### config.mk
export PLATFORM = sky130hd
export DESIGN_NAME = wbm_arbiter
export DESIGN_NICKNAME = d
export VERILOG_FILES = /design/src/rtl/wbm_arbiter.sv
export SDC_FILE = /design/constraint.sdc
export NUM_CORES = 1
export LEC_CHECK = 0
export CORE_UTILIZATION = 41
export DETAILED_ROUTE_END_ITERATION = 10
export GPL_TIMING_DRIVEN = 0
export HOLD_SLACK_MARGIN = 0.06
export MAX_ROUTING_LAYER = met4
export PLACE_DENSITY = 0.81
export SETUP_SLACK_MARGIN = 0.02
export SYNTH_ARGS = -nofsm -noshare
export SYNTH_HDL_FRONTEND = slang
export SYNTH_SLANG_ARGS = --single-unit
### constraint.sdc
create_clock -name wb_clk_i -period 5.6 [get_ports wb_clk_i]
set_clock_uncertainty 0.2 [all_clocks]
set_input_delay 1.12 -clock wb_clk_i [delete_from_list [all_inputs] [get_ports wb_clk_i]]
set_output_delay 1.12 -clock wb_clk_i [all_outputs]
set_load 0.005 [all_outputs]
### src/rtl/wbm_arbiter.sv
// -----------------------------------------------------------------------------
// wbm_arbiter
//
// Multi-master Wishbone arbiter. Several upstream masters (for example the PPC
// EPB bridge and a debug/serial bridge) share the one master port of the
// board's slave-side address decoder. One master is granted at a time. Its
// single transfer is forwarded downstream, and ack/err/read data go back only
// to that master. The arbiter also runs its own bus timeout, independent of
// the downstream decoder, so a hung slave cannot lock up the upstream masters.
//
// Parameters
//   NUM_MASTERS  number of upstream masters (1..8)
//   ARB_MODE     0 = round-robin, 1 = fixed priority (lowest index wins)
//   TIMEOUT      wb_clk_i cycles spent waiting before the transfer is aborted
//                with an error
//
// Ports
//   wb_clk_i, wb_rst_i          clock and asynchronous active-high reset
//   wbm_cyc_i/stb_i/we_i        per-master cycle, strobe and write enable
//   wbm_sel_i                   byte selects, master m on [4m+3:4m]
//   wbm_adr_i, wbm_dat_i        address and write data, master m on [32m+31:32m]
//   wbm_dat_o                   registered read data, shared by all masters
//   wbm_ack_o, wbm_err_o        one-hot ack / error pulses to the granted master
//   wbs_cyc_o/stb_o/we_o        downstream cycle, strobe (same as cyc), write
//   wbs_sel_o/adr_o/dat_o       downstream byte selects, address, write data
//   wbs_dat_i/ack_i/err_i       downstream read data, ack and error
//
// Every output is a register.
// -----------------------------------------------------------------------------
module wbm_arbiter #(
  parameter int NUM_MASTERS = 2,
  parameter int ARB_MODE    = 0,
  parameter int TIMEOUT     = 1000
) (
  input  logic                        wb_clk_i,
  input  logic                        wb_rst_i,

  input  logic [NUM_MASTERS-1:0]      wbm_cyc_i,
  input  logic [NUM_MASTERS-1:0]      wbm_stb_i,
  input  logic [NUM_MASTERS-1:0]      wbm_we_i,
  input  logic [4*NUM_MASTERS-1:0]    wbm_sel_i,
  input  logic [32*NUM_MASTERS-1:0]   wbm_adr_i,
  input  logic [32*NUM_MASTERS-1:0]   wbm_dat_i,
  output logic [31:0]                 wbm_dat_o,
  output logic [NUM_MASTERS-1:0]      wbm_ack_o,
  output logic [NUM_MASTERS-1:0]      wbm_err_o,

  output logic                        wbs_cyc_o,
  output logic                        wbs_stb_o,
  output logic                        wbs_we_o,
  output logic [3:0]                  wbs_sel_o,
  output logic [31:0]                 wbs_adr_o,
  output logic [31:0]                 wbs_dat_o,
  input  logic [31:0]                 wbs_dat_i,
  input  logic                        wbs_ack_i,
  input  logic                        wbs_err_i
);

  // Index width is kept at least one bit, so the single-master build still
  // has legal vectors. In that build the pointer simply never leaves zero.
  localparam int IDX_W = (NUM_MASTERS > 1) ? $clog2(NUM_MASTERS) : 1;

  // The counter only needs to reach TIMEOUT-1, because that is the value at
  // which the abort fires.
  localparam int CNT_W = (TIMEOUT > 1) ? $clog2(TIMEOUT) : 1;
  localparam logic [CNT_W-1:0] CNT_LAST = CNT_W'(TIMEOUT - 1);

  typedef enum logic [1:0] {
    ST_IDLE,
    ST_WAIT,
    ST_DONE
  } state_t;

  state_t                  state;
  logic [IDX_W-1:0]        grant;
  logic [IDX_W-1:0]        rr_ptr;
  logic [CNT_W-1:0]        tmo_cnt;

  logic [NUM_MASTERS-1:0]  req;
  logic                    any_req;
  logic [IDX_W-1:0]        winner;
  logic [IDX_W-1:0]        next_ptr;
  logic [NUM_MASTERS-1:0]  grant_onehot;
  logic                    found;
  int                      scan_idx;
  int                      next_int;

  // A master is requesting only while both its cycle and its strobe are high.
  assign req     = wbm_cyc_i & wbm_stb_i;
  assign any_req = |req;

  // Winner selection.
  // In fixed-priority mode, the scan runs downward so the lowest requesting
  // index is written last and wins.
  // In round-robin mode, the scan starts at rr_ptr and wraps once around the
  // ring. It stops at the first requester it finds.
  always_comb begin
    winner   = '0;
    found    = 1'b0;
    scan_idx = 0;
    if (ARB_MODE == 1) begin
      for (int i = NUM_MASTERS - 1; i >= 0; i--) begin
        if (req[i]) begin
          winner = IDX_W'(i);
        end
      end
    end else begin
      for (int k = 0; k < NUM_MASTERS; k++) begin
        scan_idx = int'(rr_ptr) + k;
        if (scan_idx >= NUM_MASTERS) begin
          scan_idx = scan_idx - NUM_MASTERS;
        end
        if (!found && req[scan_idx]) begin
          found  = 1'b1;
          winner = IDX_W'(scan_idx);
        end
      end
    end
  end

  // Pointer value for after the current transfer: the master just past the
  // one granted, wrapping modulo NUM_MASTERS. This also works when
  // NUM_MASTERS is not a power of two.
  always_comb begin
    next_int = int'(grant) + 1;
    if (next_int >= NUM_MASTERS) begin
      next_int = 0;
    end
    next_ptr = IDX_W'(next_int);
  end

  // One-hot form of the grant, used to steer the ack and err pulses.
  always_comb begin
    grant_onehot        = '0;
    grant_onehot[grant] = 1'b1;
  end

  // Main controller, one transfer at a time through IDLE -> WAIT -> DONE.
  //
  // The ack and err pulses are cleared by default on every edge. They are
  // set only on the edge that leaves WAIT, so each pulse lasts exactly one
  // cycle.
  //
  // Inside WAIT the decisions are ordered ack, err, master abort, timeout.
  // A slave ack that lands on the same edge as the timeout therefore still
  // completes normally.
  //
  // DONE exists because the granted master is still holding stb during the
  // cycle it sees ack. Arbitrating in that cycle would re-grant a transfer
  // that has already finished.
  always_ff @(posedge wb_clk_i or posedge wb_rst_i) begin
    if (wb_rst_i) begin
      state     <= ST_IDLE;
      grant     <= '0;
      rr_ptr    <= '0;
      tmo_cnt   <= '0;
      wbs_cyc_o <= 1'b0;
      wbs_stb_o <= 1'b0;
      wbs_we_o  <= 1'b0;
      wbs_sel_o <= '0;
      wbs_adr_o <= '0;
      wbs_dat_o <= '0;
      wbm_dat_o <= '0;
      wbm_ack_o <= '0;
      wbm_err_o <= '0;
    end else begin
      wbm_ack_o <= '0;
      wbm_err_o <= '0;
      case (state)
        ST_IDLE: begin
          if (any_req) begin
            grant     <= winner;
            wbs_we_o  <= wbm_we_i[winner];
            wbs_sel_o <= wbm_sel_i[4*winner +: 4];
            wbs_adr_o <= wbm_adr_i[32*winner +: 32];
            wbs_dat_o <= wbm_dat_i[32*winner +: 32];
            wbs_cyc_o <= 1'b1;
            wbs_stb_o <= 1'b1;
            tmo_cnt   <= '0;
            state     <= ST_WAIT;
          end
        end

        ST_WAIT: begin
          tmo_cnt <= tmo_cnt + CNT_W'(1);
          if (wbs_ack_i) begin
            wbm_dat_o <= wbs_dat_i;
            wbm_ack_o <= grant_onehot;
            wbs_cyc_o <= 1'b0;
            wbs_stb_o <= 1'b0;
            state     <= ST_DONE;
          end else if (wbs_err_i) begin
            wbm_err_o <= grant_onehot;
            wbs_cyc_o <= 1'b0;
            wbs_stb_o <= 1'b0;
            state     <= ST_DONE;
          end else if (!wbm_cyc_i[grant]) begin
            // The master walked away, so it gets no response. Go straight
            // back to IDLE; the pointer is left where it was.
            wbs_cyc_o <= 1'b0;
            wbs_stb_o <= 1'b0;
            state     <= ST_IDLE;
          end else if (tmo_cnt == CNT_LAST) begin
            wbm_err_o <= grant_onehot;
            wbs_cyc_o <= 1'b0;
            wbs_stb_o <= 1'b0;
            state     <= ST_DONE;
          end
        end

        ST_DONE: begin
          if (ARB_MODE == 0) begin
            rr_ptr <= next_ptr;
          end
          state <= ST_IDLE;
        end

        default: begin
          state <= ST_IDLE;
        end
      endcase
    end
  end

endmodule

==> results.txt, run 1 <==
Leak Pwr -> 3.76 nW
Slew HR -> 0.665
WHS -> 0.270 ns
RSZ-0062 raised after global routing -> no
EDFF count, synth -> 0
run status -> finished clean
post-CTS sizing -> 0
Worst setup EP type -> register
Via-to-Cell Ratio -> 6.02
Cells after Synth -> 497
GRT Util Overall -> 0.297
f_max -> 361 MHz
DP Cell Count -> 958
CTS tree -> done
Initial Utilization -> 0.428
Seq/Total Area, Yosys -> 0.520
total die area -> 0.0146 mm²
CTS Hold Bufs -> 0
Layout Cells excl Fill -> 991
final global-route overflow total -> 0
cell family with most CP delay -> buffers and inverters
maximum VDD drop -> 276 µV
Net Switching -> 1.20 mW
layout cell share with drive strength beyond 1 -> 0.135
FF-to-FF End -> wbs_adr_o[9]
CP bufs+invs -> 2
Setup WS pre-CTS -> 2.44 ns
Syn Area/Cell -> 11.6 µm²
period utilization -> 0.495
Ports -> 285
Final Hold Fails -> 0
Core Rows -> 42
Die Span Y -> 121 µm
Mapped Nets -> 676
# setup viols final -> 0
area growth from synthesis to layout -> 65.2%
min Tclk post-route -> 2.77 ns
Critical R2R Launch -> state[0]
Clock Tree Buf Depth -> 2
internal power -> 3.05 mW
asr flop ratio synth -> 1.00
post-route setup slack -> 2.83 ns
drt total wl -> 21.1 mm
Hold Path Depth -> 1
number of global-route vias before repair -> 6028
CTS clock-pin slew for the worst setup and hold paths -> 0.05 ns
hpwl dp -> 15.1 mm
Nets -> 980
first-pass GRT wire length -> 31.9 mm
Max-Cap Viols -> 0
DR vias -> 5961
die width -> 121 µm
R2R depth -> 5
Flop pwr share -> 0.332
Hold WC Path Type -> register to register
critical path type -> input port to register
Post-Synth Simple-Gate Area -> 0.0436
#FFs+latches synth -> 120
CTS Sinks -> 120
CP required -> 5.73 ns
Worst-Skew Late Latency -> 0.41 ns
drt drc -> 0
CORE AREA -> 0.0135 mm²
H-tree depth -> 4
adder-cell share of the synthesized area -> 0.00217
hold endpoint -> tmo_cnt[8]
flop-to-flop setup slack -> 3.70 ns
Warnings, synthesis -> 0
drt pass-1 iters -> 6
Clock Tree Root -> clkbuf_16
switching part of the total -> 0.282
number of max-slew violations in the final report -> 0
Compound-Gate Fraction of Synth Area -> 0.298
Syn Std Cell Area -> 0.00577 mm²
Placer Congestion -> 0.946
post-synthesis mux area share -> 0.0728
CP cell instances -> clkdlybuf4s50_1, nand2_1, clkbuf_1, o21ai_0, a2bb2oi_1
HP Start -> tmo_cnt[8]
I/O Buffers -> 284
initial antenna violation count -> 1
slowest stage delay, CP -> 0.57 ns
Synth cell types -> 41
Power, Total -> 4.25 mW
startpoint types -> input port
CP arrival -> 2.90 ns
Synth Flop Type -> dfrtp_1
Clk pwr share -> 0.293
Setup Fix Bufs, Post-CTS -> 0
clock buffer count from CTS -> 17
Synth Area in XOR/XNOR -> 0.00152
worst-path fanout max -> 10
Pwr Density -> 445 mW/mm²
initial DRC count -> 501
worst-margin pin slew -> 0.503 ns
antenna-violating nets left -> 0
WL/cell -> 21.3 µm
pin count of the biggest net entering global routing -> 100
largest family of logic cells by synthesized area -> compound AO/OA/AOI/OAI gates
Slowest-stage cell, CP -> clkdlybuf4s50_1
Comb power frac -> 0.375
[cell usage after synthesis, types with 2 or more instances]
| cell type | count | area [µm²] |
|---|---|---|
| buf_4 | 4 | 30.0 |
| nand2_1 | 11 | 41.3 |
| a2bb2oi_1 | 69 | 604 |
| clkbuf_1 | 20 | 75.1 |
| a21oi_1 | 2 | 10.0 |
| o21ai_0 | 68 | 340 |
| o211ai_1 | 3 | 22.5 |
| nor4b_1 | 2 | 17.5 |
| inv_1 | 4 | 15.0 |
| a311oi_1 | 69 | 604 |
| dfrtp_1 | 120 | 3000 |
| nor3b_1 | 2 | 15.0 |
| mux2_2 | 32 | 360 |
| buf_2 | 28 | 140 |
| and4_1 | 2 | 17.5 |
| nand3_1 | 3 | 15.0 |
| o21ai_1 | 12 | 60.1 |
| and3b_1 | 2 | 17.5 |
| nand4_1 | 6 | 37.5 |
| clkbuf_2 | 2 | 10.0 |
| mux2i_1 | 6 | 60.1 |
| nor4_1 | 2 | 12.5 |
| buf_6 | 8 | 90.1 |
| nand2b_1 | 2 | 12.5 |
| o31ai_1 | 2 | 15.0 |
[cell families (layout without fill, tap and decap cells)]
kind of cell / after synthesis / after routing
fa+ha+maj: 1 / 1
mux: 38 / 38
simple gates: 40 / 40
other cells: 0 / 1
flops: 120 / 120
compound gates: 231 / 231
xor+xnor: 1 / 1
buf+inv: 66 / 383
[area by class of cell]
type                    instances  area [µm²]
clock inverters                13         225
inverters                       4        20.0
repair buffers                285        2870
plain buffers                  62         345
fillers                       950        3970
diodes                          1        2.50
flip-flops and latches        120        3000
multi-input cells             311        2410
well taps                     176         220
clock buffers                  19         443
[per-layer routing]
layer  up-vias  GRT usage  wire length [µm]
met5         -          -                 0
met1      2925      0.358              8190
met2       394      0.467             10100
met4         0      0.154               801
met3        53     0.0679              2000
li1       2589          -                 -
[through the flow]
step / area [µm²] / setup TNS [ns] / utilization
2_1_floorplan: 5770 / 0 / -
3_3_place_gp: 8840 / -74.63 / 0.654
3_5_place_dp: 8870 / 0 / 0.657
4_1_cts: 9540 / 0 / 0.706
5_1_grt: 9540 / 0 / 0.706
6_report: 9540 / 0 / 0.706
[state kept, by name, summed over array words and instances, names as in the netlist, 2 cells and up]
register   flops
state          2
wbm_dat_o     32
wbs_dat_o     32
wbs_sel_o      4
wbs_adr_o     32
tmo_cnt       10
wbm_ack_o      2
wbm_err_o      2
[layout by cell type (no fill, tap or decap), types with 2 or more instances in the layout]
master,synthesis,routed
buf_4,4,4
nor4b_1,2,2
nor4_1,2,2
o21ai_1,12,12
nand3_1,3,3
nor3b_1,2,2
bufinv_16,0,6
dfrtp_1,120,120
mux2i_1,6,6
clkbuf_1,20,21
clkinv_4,0,2
o211ai_1,3,3
buf_6,8,8
o21ai_0,68,68
a21oi_1,2,2
o31ai_1,2,2
clkbuf_16,0,17
mux2_2,32,32
and4_1,2,2
nand4_1,6,6
nand2b_1,2,2
inv_1,4,3
clkdlybuf4s50_1,0,284
clkinv_2,0,4
a311oi_1,69,69
a2bb2oi_1,69,69
and3b_1,2,2
buf_2,28,28
nand2_1,11,11
clkbuf_2,2,2
[worst max-delay path by stage]
stage / slack [ns] / cells after the start / end / from
after detailed placement: 2.44 / 6 / wbs_dat_o[1] / wbm_cyc_i[0]
after global placement: -0.63 / 2 / wbm_dat_o[19] / wb_rst_i
after CTS: 2.82 / 2 / wbs_stb_o / wbs_stb_o
final: 2.83 / 5 / wbs_dat_o[0] / wbm_cyc_i[1]
after global routing: 2.75 / 7 / wbs_dat_o[9] / wbm_cyc_i[1]
after floorplan: 1.09 / 1 / grant / wb_rst_i
[power by group through the flow]
stage,sequential [mW],combinational (mW),clock (mW)
after floorplan,1.40,0.611,0
after global placement,1.39,1.55,0
after detailed placement,1.41,1.58,0
after CTS,1.41,1.59,1.25
after global routing,1.45,1.69,1.29
final,1.41,1.59,1.24
Power figures use the tool's default switching activity.
==> run 2, diff against run 1 <==
==> constraint.sdc (replaced) <==
create_clock -name wb_clk_i -period 2.89 [get_ports wb_clk_i]
set_clock_uncertainty 0.2 [all_clocks]
set_input_delay 0.578 -clock wb_clk_i [delete_from_list [all_inputs] [get_ports wb_clk_i]]
set_output_delay 0.578 -clock wb_clk_i [all_outputs]
set_load 0.005 [all_outputs]
==> results.txt, run 2 (synthesis gave the netlist of run 1 again) <==
run status -> finished clean
CTS Sinks -> 120
Top Registers -> wbm_dat_o: 32 flops, wbs_adr_o: 32 flops, wbs_dat_o: 32 flops
worst-path fanout max -> 10
drt pass-1 iters -> 5
Placer Congestion -> 0.939
period utilization -> 0.789
initial antenna violation count -> 0
number of global-route vias before repair -> 6039
min Tclk post-route -> 2.28 ns
Nets -> 982
Max-Cap Viols -> 0
CTS clock-pin slew for the worst setup and hold paths -> 0.05 ns
Ports -> 285
Hold WC Path Type -> register to register
final global-route overflow total -> 0
Leak Pwr -> 3.70 nW
drt total wl -> 21.1 mm
total die area -> 0.0146 mm²
clock buffer count from CTS -> 17
Initial Utilization -> 0.428
initial DRC count -> 451
most frequent cells in the layout -> clkdlybuf4s50_1, dfrtp_1, a311oi_1, a2bb2oi_1, o21ai_0
pin count of the biggest net entering global routing -> 45
post-CTS sizing -> 0
Layout Cells excl Fill -> 988
Clock Tree Buf Depth -> 2
f_max -> 438 MHz
GRT Util Overall -> 0.297
Worst setup EP type -> register
area growth from synthesis to layout -> 63.0%
design area -> 0.00941 mm²
maximum VDD drop -> 582 µV
CORE AREA -> 0.0135 mm²
DP Cell Count -> 960
Core Rows -> 42
layout cell share with drive strength beyond 1 -> 0.129
startpoint types -> input port
antenna-violating nets left -> 0
Via-to-Cell Ratio -> 5.91
Clock Tree Root -> clkbuf_16
CTS tree -> done
die width -> 121 µm
CP required -> 2.96 ns
diode count -> 0
RSZ-0062 raised after global routing -> no
Pwr Density -> 816 mW/mm²
worst-margin pin slew -> 0.560 ns
critical path type -> input port to register
Worst-Skew Late Latency -> 0.41 ns
drt drc -> 0
Die Span Y -> 121 µm
commonest non-fill, non-tap cell in the layout -> clkdlybuf4s50_1
DR vias -> 5837
number of max-slew violations in the final report -> 0
Slew HR -> 0.626
placed inst area -> 0.00891 mm²
CTS Hold Bufs -> 0
WHS -> 0.282 ns
I/O Buffers -> 284
hpwl dp -> 15.6 mm
# setup viols final -> 0
WL/cell -> 21.4 µm
Setup Fix Bufs, Post-CTS -> 0
H-tree depth -> 4
CP arrival -> 2.35 ns
Final Hold Fails -> 0
first-pass GRT wire length -> 31.7 mm
run 2: power breakdown:
group,internal (mW),switching [mW]
registers,2.32,0.414
logic,1.96,1.14
clock network,1.14,0.708
run 2: cell type report:
| type | count | area [µm²] |
|---|---|---|
| Tap cell | 176 | 220 |
| Sequential cell | 120 | 3000 |
| Timing Repair Buffer | 287 | 2910 |
| Inverter | 4 | 18.8 |
| Clock buffer | 24 | 482 |
| Fill cell | 943 | 4090 |
| Multi-Input combinational cell | 311 | 2410 |
| Clock inverter | 4 | 22.5 |
| Buffer | 62 | 345 |
run 2: path summary, 6_finish.rpt:
path | from | endpoint | slack, ns | depth (start not counted)
setup / recovery | wbm_cyc_i[0] | wbs_dat_o[5] | 0.61 | 6
hold / removal | tmo_cnt[8] | tmo_cnt[8] | 0.28 | 1
setup reg to reg | rr_ptr | wbs_dat_o[5] | 0.94 | 5
hold reg to reg | tmo_cnt[8] | tmo_cnt[8] | 0.28 | 1
max in group asynchronous | wb_rst_i | wbs_dat_o[11] | 1.33 | 4
min in group asynchronous | wb_rst_i | wbm_dat_o[4] | 0.37 | 2
run 2: critical path, stage by stage:
cell and delay (ns):
clkdlybuf4s50_1 0.64, nand3b_2 0.26, buf_6 0.22, buf_4 0.17, a311oi_1 0.37, a2bb2oi_1 0.11
run 2: through the flow:
stage	setup slack [ns]	util	power [mW]	setup TNS, ns
2_1_floorplan	0.643	-	3.91	0
3_3_place_gp	-0.470	0.655	5.70	-54.86
3_5_place_dp	0.282	0.660	5.81	0
4_1_cts	0.664	0.697	7.70	0
5_1_grt	0.631	0.697	8.04	0
6_report	0.609	0.697	7.69	0
run 2: metal layers:
layer / GRT usage / part of all wire / routed length, µm
met5: - / 0 / 0
met4: 0.133 / 0.028 / 590
met3: 0.0712 / 0.076 / 1590
met2: 0.490 / 0.50 / 10600
met1: 0.346 / 0.40 / 8350
